### config.mk
export PLATFORM = sky130hd
export DESIGN_NAME = conv_operand_feeder
export DESIGN_NICKNAME = d
export VERILOG_FILES = /design/src/rtl/conv_pkg.sv /design/src/rtl/conv_operand_ram.sv /design/src/rtl/conv_operand_feeder.sv
export SDC_FILE = /design/constraint.sdc
export NUM_CORES = 1
export LEC_CHECK = 0
export BUFFER_PORTS_ARGS = -buffer_cell sky130_fd_sc_hd__buf_2
export CORE_MARGIN = 2
export CORE_UTILIZATION = 47
export DETAILED_ROUTE_END_ITERATION = 7
export GPL_TIMING_DRIVEN = 0
export HOLD_SLACK_MARGIN = 0.15
export PLACE_DENSITY = 0.63
export SLEW_MARGIN = 20
export SYNTH_ARGS = -nofsm -noshare
export SYNTH_HDL_FRONTEND = slang
export SYNTH_SLANG_ARGS = --single-unit
export TNS_END_PERCENT = 20
### constraint.sdc
create_clock -name clk -period 9.3 [get_ports clk]
set_clock_uncertainty 0.15 [all_clocks]
set_input_delay 0.465 -clock clk [delete_from_list [all_inputs] [get_ports clk]]
set_output_delay 0.465 -clock clk [all_outputs]
set_load 0.02 [all_outputs]
### src/rtl/conv_pkg.sv
// Shared widths and state encoding for the convolution operand feeder.
package conv_pkg;

    localparam int DATA_W   = 8;
    localparam int OUT_W    = 16;
    localparam int STRIDE_W = 4;

    typedef enum logic [1:0] {
        IDLE   = 2'd0,
        ARM    = 2'd1,
        STREAM = 2'd2,
        WAIT   = 2'd3
    } state_t;

endpackage

### src/rtl/conv_operand_ram.sv
// Image and kernel register stores with one write port and a shared read index.
module conv_operand_ram
    import conv_pkg::*;
#(
    parameter int M  = 3,
    parameter int F  = 2,
    parameter int AW = 4
) (
    input  logic              clk,
    input  logic              rst,
    input  logic              wr_en,
    input  logic              wr_sel,
    input  logic [AW-1:0]     wr_addr,
    input  logic [DATA_W-1:0] wr_data,
    input  logic [AW-1:0]     rd_idx,
    output logic [DATA_W-1:0] img_rd,
    output logic [DATA_W-1:0] ker_rd
);

    localparam int NI = M * M;
    localparam int NK = F * F;

    logic [DATA_W-1:0] img [NI];
    logic [DATA_W-1:0] ker [NK];

    // Address decode by match, so out-of-range addresses hit no entry.
    always_ff @(posedge clk or posedge rst) begin
        if (rst) begin
            for (int i = 0; i < NI; i++) img[i] <= '0;
            for (int i = 0; i < NK; i++) ker[i] <= '0;
        end else if (wr_en) begin
            for (int i = 0; i < NI; i++)
                if (!wr_sel && wr_addr == AW'(i)) img[i] <= wr_data;
            for (int i = 0; i < NK; i++)
                if (wr_sel && wr_addr == AW'(i)) ker[i] <= wr_data;
        end
    end

    // Kernel reads past F*F fall through to zero padding.
    always_comb begin
        img_rd = '0;
        ker_rd = '0;
        for (int i = 0; i < NI; i++)
            if (rd_idx == AW'(i)) img_rd = img[i];
        for (int i = 0; i < NK; i++)
            if (rd_idx == AW'(i)) ker_rd = ker[i];
    end

endmodule

### src/rtl/conv_operand_feeder.sv
// Loads image/kernel, streams them serially to the engine and captures its result.
module conv_operand_feeder
    import conv_pkg::*;
#(
    parameter  int M       = 3,
    parameter  int F       = 2,
    parameter  int TIMEOUT = 256,
    localparam int AW      = (M * M > 1) ? $clog2(M * M) : 1
) (
    input  logic                clk,
    input  logic                rst,
    input  logic                wr_en,
    input  logic                wr_sel,
    input  logic [AW-1:0]       wr_addr,
    input  logic [DATA_W-1:0]   wr_data,
    input  logic                start,
    input  logic [STRIDE_W-1:0] stride_in,
    output logic                eng_rst,
    output logic [DATA_W-1:0]   a,
    output logic [DATA_W-1:0]   b,
    output logic [STRIDE_W-1:0] stride,
    input  logic [OUT_W-1:0]    eng_out,
    input  logic                eng_done,
    output logic                busy,
    output logic [OUT_W-1:0]    res,
    output logic                res_valid,
    output logic                err
);

    localparam int NI = M * M;
    localparam int WW = $clog2(TIMEOUT + 1);

    state_t            state, state_d;
    logic [AW-1:0]     k;
    logic [WW-1:0]     wcnt;
    logic [DATA_W-1:0] img_rd, ker_rd;
    logic              go, last_k, tmo;

    assign go     = start && (stride_in != '0);
    assign last_k = (k == AW'(NI - 1));
    assign tmo    = (wcnt == WW'(TIMEOUT - 1));

    conv_operand_ram #(.M(M), .F(F), .AW(AW)) u_ram (
        .clk     (clk),
        .rst     (rst),
        .wr_en   (wr_en && state == IDLE),
        .wr_sel  (wr_sel),
        .wr_addr (wr_addr),
        .wr_data (wr_data),
        .rd_idx  (k),
        .img_rd  (img_rd),
        .ker_rd  (ker_rd)
    );

    always_ff @(posedge clk or posedge rst) begin
        if (rst) state <= IDLE;
        else     state <= state_d;
    end

    always_comb begin
        state_d = state;
        unique case (state)
            IDLE:    if (go) state_d = ARM;
            ARM:     state_d = STREAM;
            STREAM:  if (last_k) state_d = WAIT;
            WAIT:    if (eng_done || tmo) state_d = IDLE;
            default: state_d = IDLE;
        endcase
    end

    always_ff @(posedge clk or posedge rst) begin
        if (rst) begin
            eng_rst   <= 1'b1;
            a         <= '0;
            b         <= '0;
            stride    <= '0;
            busy      <= 1'b0;
            res       <= '0;
            res_valid <= 1'b0;
            err       <= 1'b0;
            k         <= '0;
            wcnt      <= '0;
        end else begin
            res_valid <= 1'b0;
            a         <= '0;
            b         <= '0;
            unique case (state)
                IDLE: begin
                    k <= '0;
                    if (go) begin
                        stride  <= stride_in;
                        busy    <= 1'b1;
                        err     <= 1'b0;
                        eng_rst <= 1'b0;
                    end else if (start) begin
                        err <= 1'b1;
                    end
                end
                ARM: begin
                    k <= '0;
                end
                STREAM: begin
                    a    <= img_rd;
                    b    <= ker_rd;
                    k    <= last_k ? '0 : k + AW'(1);
                    wcnt <= '0;
                end
                WAIT: begin
                    if (eng_done) begin
                        res       <= eng_out;
                        res_valid <= 1'b1;
                        busy      <= 1'b0;
                        eng_rst   <= 1'b1;
                    end else if (tmo) begin
                        err     <= 1'b1;
                        busy    <= 1'b0;
                        eng_rst <= 1'b1;
                    end else begin
                        wcnt <= wcnt + WW'(1);
                    end
                end
                default: ;
            endcase
        end
    end

endmodule
# == Word-level counts from Yosys, hierarchy flattened ==
# Cells that the tools add are included.
# totals
regBits,159
latchBits,0
ramBits,0
rom_bits,0
in_bits,38
output_inout_bits,40
wordCells,136
memories,0
# op_classes
add_sub_neg,2
mul,0
div_mod_pow,0
magnitude_cmp,0
eq_ne,28
n_shift,0
n_mux,38
n_bitwise,0
reduce_logical,44
# op_table
op,count
2-to-1 mux 8 bit,15
== test 4 x 3 -> 1 bit (second input constant),8
AND reduction 2 bit,15
2-to-1 mux 9 bit,2
one-hot mux 9 bit (2 select lines),1
== test 4 x 2 -> 1 bit (second input constant),4
logical AND 1 bit,15
!= test 2 bit (second input constant),6
2-to-1 mux 1 bit,11
adder 9 x 1 -> 9 bit (second input constant),1
== test 9 x 8 -> 1 bit (second input constant),1
AND reduction 3 bit,3
== test 4 x 1 -> 1 bit (second input constant),2
== test 4 bit (second input constant),2
zero test 4 bit,2
one-hot mux 2 bit (4 select lines),1
one-hot mux 4 bit (2 select lines),1
2-to-1 mux 2 bit,3
!= test 3 bit (second input constant),2
one-hot mux 1 bit (2 select lines),3
nonzero test 2 bit,3
adder 4 x 1 -> 4 bit (second input constant),1
== test 2 bit (second input constant),2
2-to-1 mux 4 bit,1
7 further kinds,7

# == Logic depth before layout (Yosys ltp) ==
# depth
word_depth,11
mapped_depth,9
mapped_depth_nobuf,7

# == Modules after synthesis ==
# Synthesis repeated with hierarchy kept, for this count alone.
# unflattened
cells_unflattened,568
hier_area_um2,7353.3
# modules_own_cells
module,n_inst,cells_per_inst,area_each_um2,seq_area_each_um2
conv_operand_ram,1,380,5052.3,2602.5
conv_operand_feeder,1,188,2301.0,1377.6

# == Worst setup path after synthesis ==
# No wires, ideal clock.
# synth_path
path_type,register to register
from,register wcnt[2]
to,register state[1]
setup_time_ps,125
arrival_time_ps,1960
required_ps,9025
path_slack_ps,7066
path_stages_with_launch,8
path_buffers,0
period_less_slack_ps,2234
path_cell_list,dfrtp_1 and4_1 and4_1 ha_1 nor3b_2 a21oi_1 nand2_1 mux2_2
# synth_between
elab_chain_cells,4
# synth_lines
element,line,rtl
"start, declared",conv_operand_feeder.sv:35,logic [WW-1:0] wcnt;
"start signal, assigned",conv_operand_feeder.sv:119,wcnt <= wcnt + WW'(1);
== test 9 x 8 -> 1 bit,conv_operand_feeder.sv:41,assign tmo = (wcnt == WW'(TIMEOUT - 1));
logical OR 1 bit,conv_operand_feeder.sv:66,WAIT: if (eng_done || tmo) state_d = IDLE;
!= test 2 bit (no source line),n/a,
AND reduction 3 bit (no source line),n/a,
"end signal, assigned",conv_operand_feeder.sv:57,else state <= state_d;
"end, declared",conv_operand_feeder.sv:33,"state_t state, state_d;"
# Every way passes these cells.
# A chain may end at the register's enable or synchronous reset.

# == Worst setup path after layout ==
# layout_path
from,register state[0]
to,register u_ram.img[2] (netlist name)
# layout_between
elab_chain_cells,3
# layout_lines
element,line,rtl
zero test 2 bit,conv_operand_feeder.sv:46,".wr_en (wr_en && state == IDLE),"
logical AND 1 bit,conv_operand_feeder.sv:46,
AND reduction 2 bit (no source line),n/a,
"end signal, assigned by index",conv_operand_ram.sv:33,if (!wr_sel && wr_addr == AW'(i)) img[i] <= wr_data;
"end, declared",conv_operand_ram.sv:23,logic [DATA_W-1:0] img [NI];
# Every way passes these cells.

==> out/results.tsv <==
stage	metric	value	unit
cells_and_area	layout cell share with drive strength beyond 1	36.53	%
synthesis	Synth Flop Type	dfrtp_1	
critical_path	flop2flop setup slack	6.67	ns
drt	Antenna Nets Post-Route	0	
pwr	P_sw	0.8039	mW
critical_path	critical path required time	9.46	ns
floorplan	Die ar.	16380	um2
critical_path	CP top delay family	simple AND/OR/NAND/NOR gates	
placement	Area after DPL	7870	um2
status	run status	finished clean	
critical_path	crit path DAT	2.79	ns
pwr	Int Power	1.640	mW
cells_and_area	post-route cell area	8730	um2
critical_path	CP Buf/Inv Count	1	
clock_tree	Post-CTS Setup Inserts	0	
synthesis	Synth async-reset ratio	100.0	%
synthesis	yosys warns	0	
grt	number of global-route vias before repair	5477	
synthesis	count leader, synth	dfrtp_1	
floorplan	Die Y	128.0	um
clock_tree	H-tree levels	4	
pwr	Lkg Pwr	4.134	nW
sta	Final period util	28.27	%
grt	initial antenna violation count	0	
grt	largest net degree at the start of global routing	111	
sta	PnR worst setup slack	6.671	ns
clock_tree	clock latency at the later pin of the worst-skew pair	0.42	ns
clock_tree	CTS tree	built	
clock_tree	Num Clock Sinks	159	
floorplan	Top-Level Pins	78	
drt	routed vias	5110	
drt	residual DRC count	0	
synthesis	Synth Instances	581	
pwr	Sw Share	32.89	%
placement	Detail Placement HPWL	12000	um
run	max-cap violations	0	
synthesis	flops & latches, synth	159	
critical_path	Crit Path Class	register to register	
critical_path	endpoint class of the critical path	register	
clock_tree	Resize count post-CTS	0	
pwr	pwr/cell area	280.0	nW/um2
worst_hold_path	min-delay worst type	input port to register	
sta	setup TNS	0	ns
floorplan	chip width	128.0	um
drt	DRT iter0 DRCs	366	
sta	RSZ-0062 raised after global routing	no	
critical_path	worst-path maximum fanout	8	
clock_tree	Worst-path clk slew	0.06	ns
synthesis	cell accounting for the most synthesized area	dfrtp_1	
sta	Final Hold Fails	0	
sta	Max-slew headroom	46.06	%
cells_and_area	# diodes	0	
cells_and_area	Synth-to-Final Area Change	20.83	%
sta	post-layout min period	2.629	ns
synthesis	Post-Syn Area	7224	um2
pwr	Flop pwr share	38.9	%
sta	FMAX	380.4	MHz
critical_path	startpoint class of the critical path	register	
clock_tree	CTS root buf	clkbuf_16	
synthesis	Netlist cell types	52	
cells_and_area	fill cell count	1261	
placement	RD Place Congestion	0.8078	
cells_and_area	final net count	746	
drt	Routed WL per cell	19.37	um
placement	IO buf count	75	
sta	Slew @ Worst Pin	0.8061	ns
pwr	Max VDD drop	157.0	uV
synthesis	Synth top cells by count	dfrtp_1 (158), mux2_2 (124), a21oi_1 (36)	
critical_path	Worst path slowest cell	nand3_1	
synthesis	Area contributors post-synth	dfrtp_1 (55%), mux2_2 (19%), a21oi_1 (2.5%)	
synthesis	Yosys top cell area share	54.73	%
clock_tree	Inserted Clock Buffers	17	
clock_tree	clock tree buffer depth	2	
sta	Max Transition Viols Final	0	
placement	dpl ws	6.700	ns
grt	first-pass GRT wire length	28610	um
drt	vias per cell	5.697	
sta	# setup viols final	0	
critical_path	Slowest Stage Delay on Critical Path	0.49	ns
grt	GR Overflow Total	0	
pwr	Clk pwr share	31.3	%
critical_path	CP cell instances	inv_1, ha_1, nand2b_1, nor3b_1, nand3_1, mux2_2	
floorplan	# rows	45	
synthesis	Synth Net Count	630	
synthesis	number of synthesized flops with an enable pin	0	
drt	drt first pass iters	5	
drt	final wirelength	17380	um
synthesis	Mean Syn Cell Area	12.43	um2
synthesis	sequential share of the synthesized area	55.09	%
pwr	Comb pwr share	29.8	%
floorplan	core box area	15090	um2
floorplan	initial core utilization	47.88	%
grt	overall routing resource usage	22.73	%
-- sequential cells by signal, summed over array words and instances (netlist names), 2 cells and up --
signal / flops
stride: 4
wcnt: 9
res: 16
u_ram.img: 72
u_ram.ker: 32
state: 2
a: 8
b: 8
k: 4
-- cells by family (layout without fill, tap and decap cells) --
logic type | count (synthesis) | count (layout) | synth area share (%)
DFF | 159 | 159 | 55.09
muxes | 125 | 125 | 19.48
AOI/OAI and AO/OA | 123 | 123 | 11.73
and+or+nand+nor | 100 | 100 | 7.898
buffers and inverters | 57 | 185 | 3.170
adders and majority gates | 11 | 11 | 1.905
xor gates and xnor gates | 6 | 6 | 0.7274
-- power groups by stage --
stage / combinational, mW / clock [mW] / sequential (mW)
2_1_floorplan: 0.422 / 0 / 1.02
3_3_place_gp: 0.702 / 0 / 0.951
3_5_place_dp: 0.724 / 0 / 0.959
4_1_cts: 0.733 / 0.777 / 0.951
5_1_grt: 0.797 / 0.802 / 0.972
6_report: 0.729 / 0.764 / 0.951
-- cell usage in the layout, fill, tap and decap left out, drive strengths merged, types with 4 or more instances in the layout --
cell type	netlist	routed
nand3b	4	4
a21oi	36	36
o22ai	8	8
xor2	6	6
nor3b	6	6
a32o	4	4
a211o	4	4
ha	11	11
nor2b	6	6
o221ai	4	4
a211oi	6	6
nand2	37	37
a221oi	9	9
o21ai	16	16
o211ai	9	9
clkbuf	21	39
a32oi	4	4
a221o	7	7
dfrtp	158	158
nand3	11	11
nor3	5	5
bufinv	0	5
dlygate4sd3	0	21
nor2	15	15
inv	22	24
nand2b	5	5
a22oi	6	6
mux2	125	125
clkinv	0	4
buf	14	90
-- through the flow --
step	instances	power, mW	hold slack [ns]	util, %
after detailed placement	845	1.684	0.3393	52.16
after CTS	897	2.461	0.1518	57.85
after global placement	844	1.652	0.3262	51.92
final	897	2.444	0.1659	57.85
after global routing	897	2.571	0.1678	57.85
after floorplan	581	1.446	0.3090	-
-- worst paths after layout --
kind                                   start       endpoint  depth (start not counted)
worst max-delay path                state[0]   u_ram.img[2]                          6
worst min-delay path              wr_data[0]   u_ram.ker[8]                          2
worst max register to register      state[0]   u_ram.img[2]                          6
worst min register to register  u_ram.img[1]   u_ram.img[1]                          1
max in group asynchronous                rst  u_ram.img[68]                          4
min in group asynchronous                rst         res[2]                          3
-- per-layer routing --
metal	wire [um]	track usage [%]
met3	692	4.674
met1	7419	28.38
met5	0	0
met4	257	6.852
met2	9005	39.92
-- what timing repair did --
item | in CTS | in global routing
hold endpoints to repair | 68 | 0
hold buffers | 21 | 0
endpoints found under the setup margin | 0 | 0
-- final cells by class --
class | count | area [um2] | area share, %
clock buffers | 18 | 439.2 | 5.031
plain buffers | 35 | 146.4 | 1.677
inverters | 22 | 90.09 | 1.032
flip-flops and latches | 159 | 3980 | 45.59
clock inverters | 13 | 210.2 | 2.408
repair buffers | 97 | 613.1 | 7.023
multi-input cells | 365 | 3015 | 34.54
well taps | 188 | 235.2 | 2.695
No activity file was read; power rests on OpenSTA's default activity.
